File: src/rtl/aib_axi_link_ctrl_pkg.sv
// Shared types for the AIB link bring-up controller: FSM state encoding and
// the widths of the exported state and retry counter.
package aib_link_ctrl_pkg;

  localparam int STATE_W = 3;
  localparam int RETRY_W = 4;

  typedef enum logic [STATE_W-1:0] {
    ST_IDLE  = 3'd0,
    ST_RSTN  = 3'd1,
    ST_LOCK  = 3'd2,
    ST_MAC   = 3'd3,
    ST_UP    = 3'd4,
    ST_RETRY = 3'd5,
    ST_ERR   = 3'd6
  } link_state_e;

endpackage

File: src/rtl/aib_axi_link_ctrl_if.sv
// Control/status bundle between SoC logic, the far-side channel status and
// the link controller. The master side drives requests and far-side status.
interface aib_axi_link_ctrl_if
  import aib_link_ctrl_pkg::*;
#(
  parameter int NBR_CHNLS = 24,
  parameter int TIMEOUT_W = 16
);
  logic                 start;
  logic                 stop;
  logic [NBR_CHNLS-1:0] chnl_en;
  logic [TIMEOUT_W-1:0] timeout_cycles;
  logic [NBR_CHNLS-1:0] ns_adapter_rstn;
  logic [NBR_CHNLS-1:0] ms_tx_dcc_dll_lock_req;
  logic [NBR_CHNLS-1:0] ms_rx_dcc_dll_lock_req;
  logic [NBR_CHNLS-1:0] sl_tx_dcc_dll_lock_req;
  logic [NBR_CHNLS-1:0] sl_rx_dcc_dll_lock_req;
  logic [NBR_CHNLS-1:0] ns_mac_rdy;
  logic [NBR_CHNLS-1:0] ms_tx_transfer_en;
  logic [NBR_CHNLS-1:0] sl_tx_transfer_en;
  logic [NBR_CHNLS-1:0] fs_mac_rdy;
  logic [NBR_CHNLS-1:0] m_rx_align_done;
  logic                 link_up;
  logic                 link_err;
  logic [STATE_W-1:0]   state;
  logic [RETRY_W-1:0]   retry_cnt;

  modport master (
    output start, stop, chnl_en, timeout_cycles,
    output ms_tx_transfer_en, sl_tx_transfer_en, fs_mac_rdy, m_rx_align_done,
    input  ns_adapter_rstn, ms_tx_dcc_dll_lock_req, ms_rx_dcc_dll_lock_req,
    input  sl_tx_dcc_dll_lock_req, sl_rx_dcc_dll_lock_req, ns_mac_rdy,
    input  link_up, link_err, state, retry_cnt
  );

  modport slave (
    input  start, stop, chnl_en, timeout_cycles,
    input  ms_tx_transfer_en, sl_tx_transfer_en, fs_mac_rdy, m_rx_align_done,
    output ns_adapter_rstn, ms_tx_dcc_dll_lock_req, ms_rx_dcc_dll_lock_req,
    output sl_tx_dcc_dll_lock_req, sl_rx_dcc_dll_lock_req, ns_mac_rdy,
    output link_up, link_err, state, retry_cnt
  );
endinterface

File: src/rtl/aib_axi_link_ctrl_sync.sv
// Two-flop synchroniser bank for far-side status vectors. Only compiled when
// AIB_LINK_SYNC_EN is defined, since nothing else instantiates it.
`ifdef AIB_LINK_SYNC_EN
module aib_link_sync #(
  parameter int W = 24
) (
  input  logic         clk_i,
  input  logic         rst_i,
  input  logic [W-1:0] d_i,
  output logic [W-1:0] q_o
);
  logic [W-1:0] meta_q;
  logic [W-1:0] sync_q;

  always_ff @(posedge clk_i) begin
    if (rst_i) begin
      meta_q <= '0;
      sync_q <= '0;
    end else begin
      meta_q <= d_i;
      sync_q <= meta_q;
    end
  end

  assign q_o = sync_q;
endmodule
`endif

File: src/rtl/aib_axi_link_ctrl.sv
// AIB link bring-up/supervision FSM: adapter reset, DCC/DLL lock, MAC ready,
// link monitor and bounded retry. Define AIB_LINK_SYNC_EN to synchronise far-side status.
module aib_axi_link_ctrl
  import aib_link_ctrl_pkg::*;
#(
  parameter int NBR_CHNLS    = 24,
  parameter int ACTIVE_CHNLS = 1,
  parameter int TIMEOUT_W    = 16,
  parameter int RST_HOLD     = 16,
  parameter int RETRY_MAX    = 3
) (
  input logic                clk_wr,
  input logic                rst_wr,
  aib_axi_link_ctrl_if.slave bus
);
  localparam int HOLD_W = $clog2(RST_HOLD + 1);

  function automatic logic [NBR_CHNLS-1:0] mk_static_mask();
    logic [NBR_CHNLS-1:0] m;
    m = '0;
    for (int i = 0; i < NBR_CHNLS; i++) begin
      if (i < ACTIVE_CHNLS) m[i] = 1'b1;
    end
    return m;
  endfunction

  localparam logic [NBR_CHNLS-1:0] STATIC_MASK = mk_static_mask();

  logic [NBR_CHNLS-1:0] ms_xfer, sl_xfer, fs_rdy, rx_align;

`ifdef AIB_LINK_SYNC_EN
  aib_link_sync #(.W(NBR_CHNLS)) u_sync_ms_xfer (
    .clk_i(clk_wr), .rst_i(rst_wr), .d_i(bus.ms_tx_transfer_en), .q_o(ms_xfer));
  aib_link_sync #(.W(NBR_CHNLS)) u_sync_sl_xfer (
    .clk_i(clk_wr), .rst_i(rst_wr), .d_i(bus.sl_tx_transfer_en), .q_o(sl_xfer));
  aib_link_sync #(.W(NBR_CHNLS)) u_sync_fs_rdy (
    .clk_i(clk_wr), .rst_i(rst_wr), .d_i(bus.fs_mac_rdy), .q_o(fs_rdy));
  aib_link_sync #(.W(NBR_CHNLS)) u_sync_align (
    .clk_i(clk_wr), .rst_i(rst_wr), .d_i(bus.m_rx_align_done), .q_o(rx_align));
`else
  assign ms_xfer  = bus.ms_tx_transfer_en;
  assign sl_xfer  = bus.sl_tx_transfer_en;
  assign fs_rdy   = bus.fs_mac_rdy;
  assign rx_align = bus.m_rx_align_done;
`endif

  link_state_e          state_q, state_d;
  logic [NBR_CHNLS-1:0] act_q, act_d;
  logic [RETRY_W-1:0]   retry_q, retry_d;
  logic [HOLD_W-1:0]    hold_q, hold_d;
  logic [TIMEOUT_W-1:0] tmo_q, tmo_d;
  logic [NBR_CHNLS-1:0] rstn_q, rstn_d, lock_q, lock_d, mac_q, mac_d;
  logic                 up_q, up_d, err_q, err_d;
  logic                 lock_ok, mac_ok, tmo_hit;

  always_ff @(posedge clk_wr) begin
    if (rst_wr) begin
      state_q <= ST_IDLE;
      act_q   <= '0;
      retry_q <= '0;
      hold_q  <= '0;
      tmo_q   <= '0;
      rstn_q  <= '0;
      lock_q  <= '0;
      mac_q   <= '0;
      up_q    <= 1'b0;
      err_q   <= 1'b0;
    end else begin
      state_q <= state_d;
      act_q   <= act_d;
      retry_q <= retry_d;
      hold_q  <= hold_d;
      tmo_q   <= tmo_d;
      rstn_q  <= rstn_d;
      lock_q  <= lock_d;
      mac_q   <= mac_d;
      up_q    <= up_d;
      err_q   <= err_d;
    end
  end

  always_comb begin
    state_d = state_q;
    act_d   = act_q;
    retry_d = retry_q;
    lock_ok = ((ms_xfer & sl_xfer & act_q) == act_q);
    mac_ok  = ((fs_rdy & rx_align & act_q) == act_q);
    tmo_hit = (bus.timeout_cycles != '0) && (tmo_q == bus.timeout_cycles);

    if (bus.stop) begin
      state_d = ST_IDLE;
      retry_d = '0;
    end else begin
      case (state_q)
        ST_IDLE: begin
          if (bus.start) begin
            act_d   = bus.chnl_en & STATIC_MASK;
            retry_d = '0;
            state_d = (act_d == '0) ? ST_ERR : ST_RSTN;
          end
        end
        ST_RSTN:  if (hold_q == HOLD_W'(RST_HOLD)) state_d = ST_LOCK;
        ST_LOCK: begin
          if (tmo_hit)      state_d = ST_RETRY;
          else if (lock_ok) state_d = ST_MAC;
        end
        ST_MAC: begin
          if (tmo_hit)     state_d = ST_RETRY;
          else if (mac_ok) state_d = ST_UP;
        end
        ST_UP:    if (!mac_ok) state_d = ST_RETRY;
        ST_RETRY: begin
          if (retry_q == RETRY_W'(RETRY_MAX)) begin
            state_d = ST_ERR;
          end else begin
            retry_d = retry_q + RETRY_W'(1);
            state_d = ST_RSTN;
          end
        end
        ST_ERR:   state_d = ST_ERR;
        default:  state_d = ST_IDLE;
      endcase
    end
  end

  // Hold and timeout counters restart on every state change.
  always_comb begin
    hold_d = hold_q;
    tmo_d  = tmo_q;
    if (state_d != state_q) begin
      hold_d = '0;
      tmo_d  = '0;
    end else begin
      if (state_q == ST_RSTN) hold_d = hold_q + HOLD_W'(1);
      if (state_q == ST_LOCK || state_q == ST_MAC) tmo_d = tmo_q + TIMEOUT_W'(1);
    end
  end

  // Outputs are decoded from the next state so they switch with the state register.
  always_comb begin
    rstn_d = '0;
    lock_d = '0;
    mac_d  = '0;
    up_d   = (state_d == ST_UP);
    err_d  = (state_d == ST_ERR);
    if (state_d == ST_LOCK || state_d == ST_MAC || state_d == ST_UP) begin
      rstn_d = act_d;
      lock_d = act_d;
    end
    if (state_d == ST_MAC || state_d == ST_UP) mac_d = act_d;
  end

  assign bus.ns_adapter_rstn        = rstn_q;
  assign bus.ms_tx_dcc_dll_lock_req = lock_q;
  assign bus.ms_rx_dcc_dll_lock_req = lock_q;
  assign bus.sl_tx_dcc_dll_lock_req = lock_q;
  assign bus.sl_rx_dcc_dll_lock_req = lock_q;
  assign bus.ns_mac_rdy             = mac_q;
  assign bus.link_up                = up_q;
  assign bus.link_err               = err_q;
  assign bus.state                  = state_q;
  assign bus.retry_cnt              = retry_q;
endmodule

File: src/flat_wrapper.sv
// flat-port wrapper written by rule: the top's interface ports become plain ports
module aib_axi_link_ctrl_flat import aib_link_ctrl_pkg::*;
#(
  parameter int NBR_CHNLS    = 24,
  parameter int ACTIVE_CHNLS = 1,
  parameter int TIMEOUT_W    = 16,
  parameter int RST_HOLD     = 16,
  parameter int RETRY_MAX    = 3
)
  (clk_wr, rst_wr, bus_start, bus_stop, bus_chnl_en, bus_timeout_cycles, bus_ms_tx_transfer_en, bus_sl_tx_transfer_en, bus_fs_mac_rdy, bus_m_rx_align_done, bus_ns_adapter_rstn, bus_ms_tx_dcc_dll_lock_req, bus_ms_rx_dcc_dll_lock_req, bus_sl_tx_dcc_dll_lock_req, bus_sl_rx_dcc_dll_lock_req, bus_ns_mac_rdy, bus_link_up, bus_link_err, bus_state, bus_retry_cnt);
  aib_axi_link_ctrl_if #(.NBR_CHNLS(NBR_CHNLS), .TIMEOUT_W(TIMEOUT_W)) bus_i ();
  input logic clk_wr;
  input logic rst_wr;
  input wire logic [$bits(bus_i.start)-1:0] bus_start;
  input wire logic [$bits(bus_i.stop)-1:0] bus_stop;
  input wire logic [$bits(bus_i.chnl_en)-1:0] bus_chnl_en;
  input wire logic [$bits(bus_i.timeout_cycles)-1:0] bus_timeout_cycles;
  input wire logic [$bits(bus_i.ms_tx_transfer_en)-1:0] bus_ms_tx_transfer_en;
  input wire logic [$bits(bus_i.sl_tx_transfer_en)-1:0] bus_sl_tx_transfer_en;
  input wire logic [$bits(bus_i.fs_mac_rdy)-1:0] bus_fs_mac_rdy;
  input wire logic [$bits(bus_i.m_rx_align_done)-1:0] bus_m_rx_align_done;
  output wire logic [$bits(bus_i.ns_adapter_rstn)-1:0] bus_ns_adapter_rstn;
  output wire logic [$bits(bus_i.ms_tx_dcc_dll_lock_req)-1:0] bus_ms_tx_dcc_dll_lock_req;
  output wire logic [$bits(bus_i.ms_rx_dcc_dll_lock_req)-1:0] bus_ms_rx_dcc_dll_lock_req;
  output wire logic [$bits(bus_i.sl_tx_dcc_dll_lock_req)-1:0] bus_sl_tx_dcc_dll_lock_req;
  output wire logic [$bits(bus_i.sl_rx_dcc_dll_lock_req)-1:0] bus_sl_rx_dcc_dll_lock_req;
  output wire logic [$bits(bus_i.ns_mac_rdy)-1:0] bus_ns_mac_rdy;
  output wire logic [$bits(bus_i.link_up)-1:0] bus_link_up;
  output wire logic [$bits(bus_i.link_err)-1:0] bus_link_err;
  output wire logic [$bits(bus_i.state)-1:0] bus_state;
  output wire logic [$bits(bus_i.retry_cnt)-1:0] bus_retry_cnt;
  assign bus_i.start = bus_start;
  assign bus_i.stop = bus_stop;
  assign bus_i.chnl_en = bus_chnl_en;
  assign bus_i.timeout_cycles = bus_timeout_cycles;
  assign bus_i.ms_tx_transfer_en = bus_ms_tx_transfer_en;
  assign bus_i.sl_tx_transfer_en = bus_sl_tx_transfer_en;
  assign bus_i.fs_mac_rdy = bus_fs_mac_rdy;
  assign bus_i.m_rx_align_done = bus_m_rx_align_done;
  assign bus_ns_adapter_rstn = bus_i.ns_adapter_rstn;
  assign bus_ms_tx_dcc_dll_lock_req = bus_i.ms_tx_dcc_dll_lock_req;
  assign bus_ms_rx_dcc_dll_lock_req = bus_i.ms_rx_dcc_dll_lock_req;
  assign bus_sl_tx_dcc_dll_lock_req = bus_i.sl_tx_dcc_dll_lock_req;
  assign bus_sl_rx_dcc_dll_lock_req = bus_i.sl_rx_dcc_dll_lock_req;
  assign bus_ns_mac_rdy = bus_i.ns_mac_rdy;
  assign bus_link_up = bus_i.link_up;
  assign bus_link_err = bus_i.link_err;
  assign bus_state = bus_i.state;
  assign bus_retry_cnt = bus_i.retry_cnt;
  aib_axi_link_ctrl #(.NBR_CHNLS(NBR_CHNLS), .ACTIVE_CHNLS(ACTIVE_CHNLS), .TIMEOUT_W(TIMEOUT_W), .RST_HOLD(RST_HOLD), .RETRY_MAX(RETRY_MAX)) u_core (.clk_wr(clk_wr), .rst_wr(rst_wr), .bus(bus_i));
endmodule
File: config.mk
export PLATFORM = sky130hd
export DESIGN_NAME = aib_axi_link_ctrl_flat
export DESIGN_NICKNAME = d
export VERILOG_FILES = /design/src/rtl/aib_axi_link_ctrl_pkg.sv /design/src/rtl/aib_axi_link_ctrl_if.sv /design/src/rtl/aib_axi_link_ctrl_sync.sv /design/src/rtl/aib_axi_link_ctrl.sv /design/src/flat_wrapper.sv
export SDC_FILE = /design/constraint.sdc
export NUM_CORES = 1
export LEC_CHECK = 0
export CAP_MARGIN = 15
export CELL_PAD_IN_SITES_DETAIL_PLACEMENT = 1
export CELL_PAD_IN_SITES_GLOBAL_PLACEMENT = 1
export CORE_MARGIN = 2
export CORE_UTILIZATION = 29
export CTS_CLUSTER_DIAMETER = 30
export DETAILED_ROUTE_END_ITERATION = 8
export MAX_ROUTING_LAYER = met4
export PLACE_DENSITY = 0.85
export SETUP_SLACK_MARGIN = 0.2
export SKIP_LAST_GASP = 1
export SLEW_MARGIN = 20
export SYNTH_ARGS = -nofsm -noshare
export SYNTH_HDL_FRONTEND = slang
export SYNTH_SLANG_ARGS = --single-unit
File: constraint.sdc
create_clock -name clk_wr -period 4.8 [get_ports clk_wr]
set_input_delay 0.96 -clock clk_wr [delete_from_list [all_inputs] [get_ports clk_wr]]
set_output_delay 0.96 -clock clk_wr [all_outputs]
set_load 0.01 [all_outputs]
After elaboration in Yosys (flattened, before gate mapping)
Index checks and enable logic that the tools add are counted.
{"block": "totals", "register_bits": 102, "wordCells": 67}
{"block": "op_classes", "addsub": 3, "mux": 17, "eq_ne": 18, "reduce_logical": 14, "bitwise_logic": 6}
{"operator": "AND 24 bit", "n": 4}
{"operator": "two-way mux 24 bit", "n": 3}
{"operator": "== test 24 bit", "n": 2}
{"operator": "two-way mux 3 bit", "n": 10}
{"operator": "logical NOT 24 bit", "n": 1}
{"operator": "one-hot mux 3 bit (7 select lines)", "n": 1}
{"operator": "adder 16 x 1 -> 16 bit, second input constant", "n": 1}
{"operator": "== test 16 bit", "n": 1}
{"operator": "nonzero test 16 bit", "n": 1}
{"operator": "== test 3 bit, second input constant", "n": 5}
{"operator": "== test 3 x 2 -> 1 bit, second input constant", "n": 4}
{"operator": "two-way mux 4 bit", "n": 2}
{"operator": "one-hot mux 4 bit (2 select lines)", "n": 1}
{"operator": "OR reduction 2 bit", "n": 4}
{"operator": "adder 5 x 1 -> 5 bit, second input constant", "n": 1}
{"operator": "== test 5 bit, second input constant", "n": 1}
{"operator": "adder 4 x 1 -> 4 bit, second input constant", "n": 1}
{"operator": "== test 4 x 2 -> 1 bit, second input constant", "n": 1}
{"operator": "logical OR 1 bit", "n": 4}
{"operator": "inequality test 2 bit, second input constant", "n": 2}
{"operator": "== test 3 x 1 -> 1 bit, second input constant", "n": 1}
{"operator": "logical NOT 3 bit", "n": 1}
{"operator": "inequality test 3 bit", "n": 1}
{"operator": "AND reduction 3 bit", "n": 1}
{"operator": "3 further kinds", "n": 4}

Logic depth before layout (Yosys ltp)
Gate-level depths: netlist (run 1).
{"block": "depth", "word_depth": 12, "mapped_depth": 11, "depth_no_buf": 9}

Worst setup path before layout (run 1)
No wires, ideal clock.
{"block": "synth_path", "kind": "input to register", "start": "input port bus_fs_mac_rdy[17]", "end": "register u_core.tmo_q[1]", "setup_time_ps": 120, "n_path_buf": 1, "stages": 8, "arrival_ps": 2562, "path_slack_ps": 2118, "required_ps": 4680, "path_cell_list": "a21boi_0 -> a2111oi_0 -> nand4_1 -> a2bb2oi_1 -> o31ai_4 -> mux2i_1 -> buf_2 -> nor3b_2"}
{"block": "synth_via", "elab_chain_cells": 9, "word_cells_on_any_way": 10, "cone_classes": "eq/ne: 2; mux: 5; bitwise: 2; reduce/logical: 1"}
{"element": "start, declared", "line_no": "flat_wrapper.sv:20", "source": "input wire logic [$bits(bus_i.fs_mac_rdy)-1:0] bus_fs_mac_rdy;"}
{"element": "AND 24 bit (*) (2 in a row)", "line_no": "aib_axi_link_ctrl.sv:87", "source": "mac_ok = ((fs_rdy & rx_align & act_q) == act_q);"}
{"element": "== test 24 bit (*)", "line_no": "aib_axi_link_ctrl.sv:87"}
{"element": "two-way mux 3 bit", "line_no": "aib_axi_link_ctrl.sv:109", "source": "else if (mac_ok) state_d = ST_UP;"}
{"element": "two-way mux 3 bit", "line_no": "aib_axi_link_ctrl.sv:108", "source": "if (tmo_hit) state_d = ST_RETRY;"}
{"element": "one-hot mux 3 bit (7 select lines) (*)", "line_no": "aib_axi_link_ctrl.sv:94", "source": "case (state_q)"}
{"element": "two-way mux 3 bit (*)", "line_no": "aib_axi_link_ctrl.sv:90", "source": "if (bus.stop) begin"}
{"element": "inequality test 3 bit (*)", "line_no": "aib_axi_link_ctrl.sv:130", "source": "if (state_d != state_q) begin"}
{"element": "OR reduction 2 bit (no line) (*)"}
{"element": "end signal, assigned", "line_no": "aib_axi_link_ctrl.sv:73", "source": "tmo_q <= tmo_d;"}
{"element": "end, declared", "line_no": "aib_axi_link_ctrl.sv:51", "source": "logic [TIMEOUT_W-1:0] tmo_q, tmo_d;"}
Mark *: on every way between the ends. The rest lies on a longest branch, timed or not.
A chain may end at the register's enable or synchronous reset.

Final worst setup path (run 1)
{"block": "layout_path", "start": "input port bus_m_rx_align_done[11]", "end": "register u_core.mac_q[8], in the netlist u_core.bus.ns_mac_rdy[8]"}
{"block": "layout_via", "elab_chain_cells": 11, "word_cells_on_any_way": 13, "cone_classes": "eq/ne: 3; mux: 5; bitwise: 3; reduce/logical: 2"}
{"element": "start, declared", "line_no": "flat_wrapper.sv:21", "source": "input wire logic [$bits(bus_i.m_rx_align_done)-1:0] bus_m_rx_align_done;"}
{"element": "AND 24 bit (*) (2 in a row)", "line_no": "aib_axi_link_ctrl.sv:87"}
{"element": "== test 24 bit (*)", "line_no": "aib_axi_link_ctrl.sv:87"}
{"element": "two-way mux 3 bit", "line_no": "aib_axi_link_ctrl.sv:109"}
{"element": "two-way mux 3 bit", "line_no": "aib_axi_link_ctrl.sv:108"}
{"element": "one-hot mux 3 bit (7 select lines) (*)", "line_no": "aib_axi_link_ctrl.sv:94"}
{"element": "two-way mux 3 bit (*)", "line_no": "aib_axi_link_ctrl.sv:90"}
{"element": "== test 3 x 2 -> 1 bit / == test 3 bit (equally long branches)", "line_no": "aib_axi_link_ctrl.sv:150", "source": "if (state_d == ST_MAC || state_d == ST_UP) mac_d = act_d;"}
{"element": "logical OR 1 bit (*)", "line_no": "aib_axi_link_ctrl.sv:150"}
{"element": "NOT 1 bit (no line) (*)"}
{"element": "OR reduction 2 bit (no line) (*)"}
{"element": "end signal, assigned", "line_no": "aib_axi_link_ctrl.sv:76", "source": "mac_q <= mac_d;"}
{"element": "end, declared", "line_no": "aib_axi_link_ctrl.sv:52", "source": "logic [NBR_CHNLS-1:0] rstn_q, rstn_d, lock_q, lock_d, mac_q, mac_d;"}
Marked as above.

==> flow_metrics.env, run 1 <==
export IMPL_status="finished, final reports clean"
export IMPL_vias=4494
export IMPL_dp_hpwl_um=14200
export IMPL_worstMarginPinSlew_ns=0.753
export IMPL_synth_area_top_cells="dfxtp_1, buf_4, nand2_1"
export IMPL_tns_ns=0
export IMPL_drv_slew=0
export IMPL_max_freq_mhz=266
export IMPL_drc=0
export IMPL_arrival_ns=3.97
export IMPL_worstPathRequired_ns=5.01
export IMPL_drive_gt1_share_pct=7.00
export IMPL_min_delay_start="u_core.act_q[12]"
export IMPL_dpl_cell_count=966
export IMPL_leakage_nw=2.82
export IMPL_yosysUniqueCellTypes=47
export IMPL_synth_seq_cells=102
export IMPL_setup_violations=0
export IMPL_cts_resized=0
export IMPL_reg2reg_setup_slack_ns=1.45
export IMPL_fin_nets=896
export IMPL_grt_usage_pct=18.8
export IMPL_ir_drop_v=0.000146
export IMPL_crit_path_top_delay_cell="a2111oi_0"
export IMPL_postCtsSetupBuffers=0
export IMPL_drtPass1Iterations=4
export IMPL_cts_sinks=102
export IMPL_ant_nets=0
export IMPL_crit_reg2reg_launch="u_core.bus.state[1]"
export IMPL_p_total_w=0.00177
export IMPL_critPathCaptureType="register"
export IMPL_synth_async_reset_ratio_pct=0
export IMPL_crit_chain="clkdlybuf4s50_1 > a21boi_0 > a2111oi_0 > nand4_1 > a2bb2oi_1 > o31ai_4 > nand2b_2 > buf_12 > a21oi_2"
export IMPL_cp_slowest_stage_delay_ns=0.65
export IMPL_drt_iter0_drc=192
export IMPL_syn_nets=727
export IMPL_rsz0062_at_grt="no"
export IMPL_antenna_found_initial=1
export IMPL_cts_tree="done"
export IMPL_syn_area_per_cell_um2=8.69
export IMPL_cts_hold_buf=0
export IMPL_clock_latency_ns=0.34
export IMPL_min_path_type="register to register"
export IMPL_r2r_cells=8
export IMPL_fin_crit_sh_pct=78.4
export IMPL_post_dp_cell_area_mm2=0.00729
export IMPL_post_synth_top_area_fraction_pct=40.3
export IMPL_hold_ws_ns=0.513
export IMPL_final_cell_area_mm2=0.00759
export IMPL_final_common_cell="clkdlybuf4s50_1"
export IMPL_finalHoldViolCount=0
export IMPL_clock_skew_ns=0.00695
export IMPL_hold_path_endpoint="u_core.bus.ns_mac_rdy[12]"
export IMPL_fill_cells=2006
export IMPL_ys_flop_type="dfxtp_1"
export IMPL_slew_headroom_pct=48.5
export IMPL_die_area_mm2=0.0185
export IMPL_grt_max_degree=49
export IMPL_h_tree_depth=3
export IMPL_initial_utilization_pct=29.5
export IMPL_wire_per_inst_um=17.7
export IMPL_core_mm2=0.0172
export IMPL_place_gp_congestion=0.846
export IMPL_synth_edff_count=0
export IMPL_area_delta_synth_final_pct=49.8
export IMPL_syn_inst=583
export IMPL_worst_setup_path_start_kind="primary input"
export IMPL_ys_warn_count=0
export IMPL_fp_dieH_um=136
export IMPL_wl_um=17400
export IMPL_regArea_mm2=0.00204
export IMPL_hold_depth=2
export IMPL_multiInputGateArea_mm2=0.00210
export IMPL_synth_area_mm2=0.00506
export IMPL_vias_per_cell=4.57
export IMPL_io_pins=293
export IMPL_fin_crit_ns=3.76
export IMPL_cp_max_fo=13
export IMPL_cts_inserted_buffers=9
export IMPL_drv_cap=0
export IMPL_clockBufferDepth=2
export IMPL_clock_root_buffer="clkbuf_16"
export IMPL_reg2reg_to="u_core.bus.ns_mac_rdy[0]"
export IMPL_grt_pass1_wl_um=25600
export IMPL_instances_no_fill=983
export IMPL_die_w_um=136
export IMPL_p_per_area_mw_per_mm2=234
export IMPL_row_count=48
export IMPL_clk_pin_slew_ns=0.07
export IMPL_seq_area_frac_synth_pct=40.3
export IMPL_most_common_layout_cells="clkdlybuf4s50_1, dfxtp_1, nand2_1"
export IMPL_portBuffers=269
export IMPL_grt_overflow_total=0
export IMPL_worstSetupPathType="primary input to register"
export IMPL_synth_top_cell_by_area="dfxtp_1"
export IMPL_grt_pass1_vias=4550
==> worst max-delay path by stage <==
stage                                  from                         to  slack (ns)  cells past startpoint
floorplan                bus_fs_mac_rdy[17]            u_core.tmo_q[1]        2.12                      8
global route             bus_fs_mac_rdy[20]   u_core.bus.ns_mac_rdy[8]        0.88                      9
CTS                 bus_m_rx_align_done[11]   u_core.bus.ns_mac_rdy[0]        1.00                      9
detailed placement  bus_m_rx_align_done[11]   u_core.bus.ns_mac_rdy[8]        0.64                      9
global placement          bus_fs_mac_rdy[6]  u_core.bus.ns_mac_rdy[16]        0.65                      9
finish              bus_m_rx_align_done[11]   u_core.bus.ns_mac_rdy[8]        1.04                      9
==> flip-flops by register name, indices dropped and copies added, names as in the netlist <==
register                    flops
u_core.act_q                   24
u_core.bus.ns_adapter_rstn     24
u_core.bus.ns_mac_rdy          24
u_core.tmo_q                   16
u_core.hold_q                   5
u_core.bus.retry_cnt            4
u_core.bus.state                3
u_core.bus.link_err             1
u_core.bus.link_up              1
==> metrics by stage <==
| step | util (%) | setup slack, ns |
|---|---|---|
| floorplan | - | 2.12 |
| global route | 44.2 | 0.880 |
| detailed placement | 42.4 | 0.637 |
| finish | 44.2 | 1.04 |
| global placement | 42.4 | 0.649 |
| CTS | 44.2 | 1.00 |
==> metal layers <==
| layer | global-route usage, % | part of all wire (%) |
|---|---|---|
| met5 | - | 0 |
| met4 | 2.78 | 0.34 |
| met2 | 35.4 | 54 |
| met1 | 20.1 | 39 |
| met3 | 4.81 | 6.6 |
==> layout make-up <==
| class | count | area share [%] |
|---|---|---|
| Sequential cell | 102 | 26.9 |
| Timing Repair Buffer | 276 | 36.4 |
| Tap cell | 225 | 3.71 |
| Antenna cell | 1 | 0.0330 |
| Clock buffer | 12 | 3.51 |
| Multi-Input combinational cell | 335 | 27.7 |
| Inverter | 28 | 1.39 |
| Clock inverter | 4 | 0.396 |
==> kinds of logic (layout without fill, tap and decap cells) <==
group	after synthesis	in the layout	share of synthesized area (%)
compound gates	106	106	15.4
xor+xnor	38	38	6.57
fa+ha+maj	4	4	0.988
buf+inv	146	320	18.7
flops	102	102	40.3
mux	4	4	0.791
other cells	0	1	0
simple gates	183	183	17.2
==> worst max-delay path: cells and delay by family <==
kind                   cells  cell delay [ns]
AOI/OAI and AO/OA          5             1.45
and+or+nand+nor            2             0.86
buffers and inverters      2             0.69
==> report_power, final <==
| group | total [W] | internal (W) | switching (W) |
|---|---|---|---|
| Combinational | 0.000203 | 0.000116 | 0.0000861 |
| Sequential | 0.000855 | 0.000848 | 0.00000626 |
| Clock | 0.000717 | 0.000395 | 0.000321 |
==> synth_stat cells, drive strengths merged, types with 2 or more instances <==
cell type	instances
buf	111
dfxtp	102
nand2	82
a21oi	48
nor2	37
inv	28
a21boi	27
xnor2	23
nand4	18
xor2	15
nor4	8
a2111oi	7
a22oi	7
clkbuf	7
nand3	7
nor3	7
nand2b	6
o21ai	5
ha	4
mux2i	4
and3	3
nor2b	3
nor3b	3
a31oi	2
nand4bb	2
nor4b	2
or3b	2
No activity file was read; power rests on OpenSTA's default activity.
==> run 2: changes to the inputs <==
CORE_UTILIZATION = 24   (was 29)
PLACE_DENSITY = 0.75   (was 0.85)
clock period = 3.3 ns   (was 4.8 ns; I/O delays follow)
==> flow_metrics.env, run 2 (synthesis gave the netlist of run 1 again) <==
export IMPL_status="finished, final reports clean"
export IMPL_critPathCaptureType="register"
export IMPL_fin_crit_ns=3.01
export IMPL_finalHoldViolCount=0
export IMPL_dp_hpwl_um=15000
export IMPL_clockBufferDepth=2
export IMPL_p_per_area_mw_per_mm2=351
export IMPL_ant_nets=0
export IMPL_arrival_ns=3.26
export IMPL_min_delay_start="u_core.act_q[23]"
export IMPL_cts_hold_buf=0
export IMPL_grt_overflow_total=0
export IMPL_cpMostUsedCell="buf_4"
export IMPL_crit_chain="clkdlybuf4s50_1 > a21boi_0 > a2111oi_0 > buf_4 > nand4_1 > buf_4 > a2bb2oi_1 > o31ai_4 > mux2i_2 > buf_12 > nor2_1"
export IMPL_wl_um=18200
export IMPL_worst_setup_path_start_kind="primary input"
export IMPL_cp_slowest_stage_delay_ns=0.48
export IMPL_portBuffers=269
export IMPL_clk_pin_slew_ns=0.08
export IMPL_row_count=53
export IMPL_slew_headroom_pct=61.8
export IMPL_leakage_nw=2.93
export IMPL_hold_ws_ns=0.525
export IMPL_fin_crit_sh_pct=91.3
export IMPL_grt_usage_pct=16.5
export IMPL_min_path_type="register to register"
export IMPL_worstSetupPathType="primary input to register"
export IMPL_multiInputGateArea_mm2=0.00210
export IMPL_clock_skew_ns=0.0107
export IMPL_reg2reg_setup_slack_ns=0.53
export IMPL_die_w_um=149
export IMPL_startpoint="bus_fs_mac_rdy[8]"
export IMPL_wire_per_inst_um=17.4
export IMPL_drtPass1Iterations=4
export IMPL_io_pins=293
export IMPL_crit_path_end="u_core.hold_q[3]"
export IMPL_crit_reg2reg_launch="u_core.bus.retry_cnt[0]"
export IMPL_cts_sinks=102
export IMPL_most_common_layout_cells="clkdlybuf4s50_1, dfxtp_1, nand2_1"
export IMPL_p_total_w=0.00276
export IMPL_drv_slew=0
export IMPL_setup_violations=0
export IMPL_core_mm2=0.0209
export IMPL_ir_drop_v=0.000219
export IMPL_dpl_cell_count=1030
export IMPL_worstMarginPinSlew_ns=0.571
export IMPL_max_freq_mhz=332
export IMPL_fill_cells=2416
export IMPL_final_common_cell="clkdlybuf4s50_1"
export IMPL_regArea_mm2=0.00204
export IMPL_cp_max_fo=21
export IMPL_antenna_found_initial=0
export IMPL_die_area_mm2=0.0223
export IMPL_drc=0
export IMPL_initial_utilization_pct=24.2
export IMPL_clock_latency_ns=0.35
export IMPL_instances_no_fill=1048
export IMPL_fp_dieH_um=149
export IMPL_vias_per_cell=4.38
export IMPL_grt_max_degree=27
export IMPL_drive_gt1_share_pct=8.94
export IMPL_crit_family="buffers and inverters"
export IMPL_clock_root_buffer="clkbuf_16"
export IMPL_crit_buf_inv=4
export IMPL_final_util_pct=37.6
export IMPL_r2r_cells=9
export IMPL_h_tree_depth=3
export IMPL_cts_inserted_buffers=9
export IMPL_crit_path_top_delay_cell="clkdlybuf4s50_1"
export IMPL_drv_cap=0
export IMPL_grt_pass1_wl_um=26900
export IMPL_path_depth=11
export IMPL_worstPathRequired_ns=3.54
export IMPL_area_delta_synth_final_pct=55.0
export IMPL_cts_tree="done"
export IMPL_fin_nets=911
export IMPL_place_gp_congestion=0.851
export IMPL_vias=4587
export IMPL_drt_iter0_drc=137
export IMPL_rsz0062_at_grt="no"
export IMPL_reg2reg_to="u_core.hold_q[3]"
export IMPL_grt_pass1_vias=4679
==> run 2: tightest hold or removal path, stage by stage, from the launching register on <==
cell,delay [ns]
dfxtp_1,0.33
nand2_1,0.12
a21oi_2,0.04
==> run 2: timing repair <==
| action | 4_1_cts | 5_1_grt |
|---|---|---|
| endpoints found under the setup margin | 0 | 41 |
| endpoints found under the hold margin | 0 | 0 |
| resized for setup | 0 | 1 |
| buffers inserted | 0 | 1 |
==> run 2: where the power goes <==
group	internal, W	leakage [nW]	switching [W]
clock	0.000677	0.156	0.000515
combinational	0.000189	1.95	0.000139
sequential	0.00123	0.822	0.00000320
==> run 2: final cells by class <==
cell class                 instances  area share (%)
antenna                            1          0.0319
clock buffer                       9            2.87
clock inverter                     7            1.35
inverter                          28            1.34
multi-input combinational        335            26.8
sequential                       102            26.0
tap                              275            4.38
timing repair buffer             291            37.2
==> run 2: worst min-delay path by stage <==
stage	slack [ns]	cells after the start	endpoint
floorplan	0.46	2	u_core.act_q[1]
detailed placement	0.51	2	u_core.bus.ns_mac_rdy[9]
finish	0.52	2	u_core.bus.ns_mac_rdy[23]
CTS	0.52	2	u_core.bus.ns_mac_rdy[9]
global route	0.54	2	u_core.bus.ns_mac_rdy[11]
global placement	0.51	2	u_core.bus.ns_mac_rdy[9]
==> run 2: layer usage <==
layer	vias to the layer above	share of wire, %	track usage (%)
met1	2173	39	17.8
met2	166	53	30.2
met4	0	1.3	4.10
met3	17	7.0	4.04
met5	-	0	-
li1	2231	-	-
==> run 2: metrics by stage <==
stage | area (um^2) | setup WS (ns) | TNS, ns
after floorplan | 5060 | 0.867 | 0
after global placement | 7500 | -0.106 | -3.85
after detailed placement | 7500 | -0.0818 | -3.19
after CTS | 7840 | 0.270 | 0
after global routing | 7850 | 0.209 | 0
final | 7850 | 0.286 | 0
==> run 3: changes to the inputs <==
CORE_UTILIZATION = 25   (was 24)
CTS_BUF_LIST = sky130_fd_sc_hd__clkbuf_2   (was not set)
PLACE_DENSITY = 0.77   (was 0.75)
==> flow_metrics.env, run 3 (synthesis gave the netlist of run 1 again) <==
export IMPL_status="finished, final reports clean"
export IMPL_die_w_um=146
export IMPL_grt_pass1_vias=4708
export IMPL_critPathCaptureType="register"
export IMPL_cts_sinks=102
export IMPL_reg2reg_setup_slack_ns=0.46
export IMPL_tns_ns=0
export IMPL_min_delay_start="u_core.act_q[14]"
export IMPL_initial_utilization_pct=25.3
export IMPL_max_freq_mhz=352
export IMPL_finalHoldViolCount=0
export IMPL_clockBufferDepth=2
export IMPL_worstPathRequired_ns=3.82
export IMPL_hold_path_endpoint="u_core.bus.ns_mac_rdy[14]"
export IMPL_worstMarginPinSlew_ns=0.576
export IMPL_postCtsSetupBuffers=0
export IMPL_dp_hpwl_um=15000
export IMPL_dpl_cell_count=1025
export IMPL_cts_tree="done"
export IMPL_setup_violations=0
export IMPL_crit_buf_inv=1
export IMPL_place_gp_congestion=0.845
export IMPL_final_common_cell="clkdlybuf4s50_1"
export IMPL_clock_latency_ns=0.62
export IMPL_arrival_ns=3.36
export IMPL_clk_pin_slew_ns=0.32
export IMPL_ir_drop_v=0.000137
export IMPL_hold_depth=2
export IMPL_clock_skew_ns=0.0418
export IMPL_min_path_type="register to register"
export IMPL_drive_gt1_share_pct=8.69
export IMPL_r2r_cells=9
export IMPL_crit_path_top_delay_cell="dfxtp_1"
export IMPL_drc=0
export IMPL_vias=4595
export IMPL_grt_usage_pct=17.1
export IMPL_rsz0062_at_grt="no"
export IMPL_cp_slowest_stage_delay_ns=0.50
export IMPL_io_pins=293
export IMPL_fin_nets=910
export IMPL_drv_slew=0
export IMPL_cts_inserted_buffers=9
export IMPL_hold_ws_ns=0.550
export IMPL_cts_hold_buf=0
export IMPL_fin_crit_sh_pct=86.2
export IMPL_p_per_area_mw_per_mm2=284
export IMPL_slew_headroom_pct=61.5
export IMPL_area_delta_synth_final_pct=50.3
export IMPL_core_mm2=0.0200
export IMPL_ant_nets=0
export IMPL_grt_pass1_wl_um=27100
export IMPL_cts_resized=0
export IMPL_grt_overflow_total=0
export IMPL_grt_max_degree=25
export IMPL_drv_cap=0
export IMPL_vias_per_cell=4.41
export IMPL_drtPass1Iterations=4
export IMPL_antenna_found_initial=2
export IMPL_h_tree_depth=3
export IMPL_drt_iter0_drc=177
export IMPL_most_common_layout_cells="clkdlybuf4s50_1, dfxtp_1, nand2_1"
export IMPL_worstSetupPathType="register to register"
export IMPL_crit_chain="ha_1 > or3b_1 > and3_1 > a221oi_2 > o21ai_2 > o31ai_4 > mux2i_1 > buf_12 > nor2_1"
export IMPL_crit_family="compound AO/OA/AOI/OAI gates"
export IMPL_portBuffers=269
export IMPL_cp_max_fo=21
export IMPL_crit_reg2reg_launch="u_core.bus.retry_cnt[0]"
export IMPL_fp_dieH_um=146
export IMPL_die_area_mm2=0.0214
export IMPL_leakage_nw=2.84
export IMPL_instances_no_fill=1043
export IMPL_wire_per_inst_um=17.3
export IMPL_fin_crit_ns=2.84
export IMPL_clock_root_buffer="clkbuf_2"
export IMPL_row_count=52
export IMPL_reg2reg_to="u_core.hold_q[0]"
export IMPL_wl_um=18000
export IMPL_worst_setup_path_start_kind="register"
## run 3: per-stage QoR
| stage | utilization (%) | setup WS, ns | instance area [um^2] | total power (W) |
|---|---|---|---|---|
| floorplan | - | 0.867 | 5060 | 0.00138 |
| global placement | 37.4 | -0.0769 | 7500 | 0.00159 |
| detailed placement | 37.4 | -0.162 | 7500 | 0.00159 |
| CTS | 38.0 | 0.468 | 7610 | 0.00221 |
| global route | 38.0 | 0.233 | 7610 | 0.00227 |
| finish | 38.0 | 0.457 | 7610 | 0.00216 |
## run 3: power breakdown
part / switching [W] / internal, W
logic: 0.000134 / 0.000188
clock network: 0.000474 / 0.000118
registers: 0.00000487 / 0.00124
total: 0.000612 / 0.00155
## run 3: per-layer routing
metal | vias up | routed length, um | track usage [%]
li1 | 2224 | - | -
met1 | 2216 | 7210 | 18.1
met5 | - | 0 | -
met4 | 0 | 187 | 3.25
met2 | 145 | 9560 | 31.9
met3 | 10 | 1050 | 4.66
## run 3: worst reg2reg max path, stage by stage, from the launching register on
cell and delay [ns]:
dfxtp_1 0.50, ha_1 0.20, or3b_1 0.40, and3_1 0.28, a221oi_2 0.27, o21ai_2 0.16, o31ai_4 0.34, mux2i_1 0.35
buf_12 0.20, nor2_1 0.06
## run 3: how the worst max path moves through the flow
| stage | startpoint | end | slack (ns) | depth (start not counted) |
|---|---|---|---|---|
| final | u_core.bus.retry_cnt[0] | u_core.hold_q[0] | 0.46 | 9 |
| after global routing | u_core.bus.state[0] | u_core.bus.ns_mac_rdy[0] | 0.23 | 9 |
| after CTS | u_core.bus.retry_cnt[1] | u_core.hold_q[0] | 0.47 | 9 |
| after detailed placement | bus_m_rx_align_done[16] | u_core.hold_q[0] | -0.16 | 11 |
| after global placement | bus_m_rx_align_done[16] | u_core.hold_q[1] | -0.08 | 11 |
| after floorplan | u_core.bus.retry_cnt[0] | u_core.tmo_q[1] | 0.87 | 10 |
## run 3: area by class of cell
class | count | area [um^2]
clock buffer | 9 | 45.0
timing repair buffer | 290 | 2910
fill | 2385 | 12400
sequential | 102 | 2040
clock inverter | 7 | 66.3
multi-input combinational | 335 | 2100
tap | 270 | 338
antenna | 2 | 5.00
inverter | 28 | 105
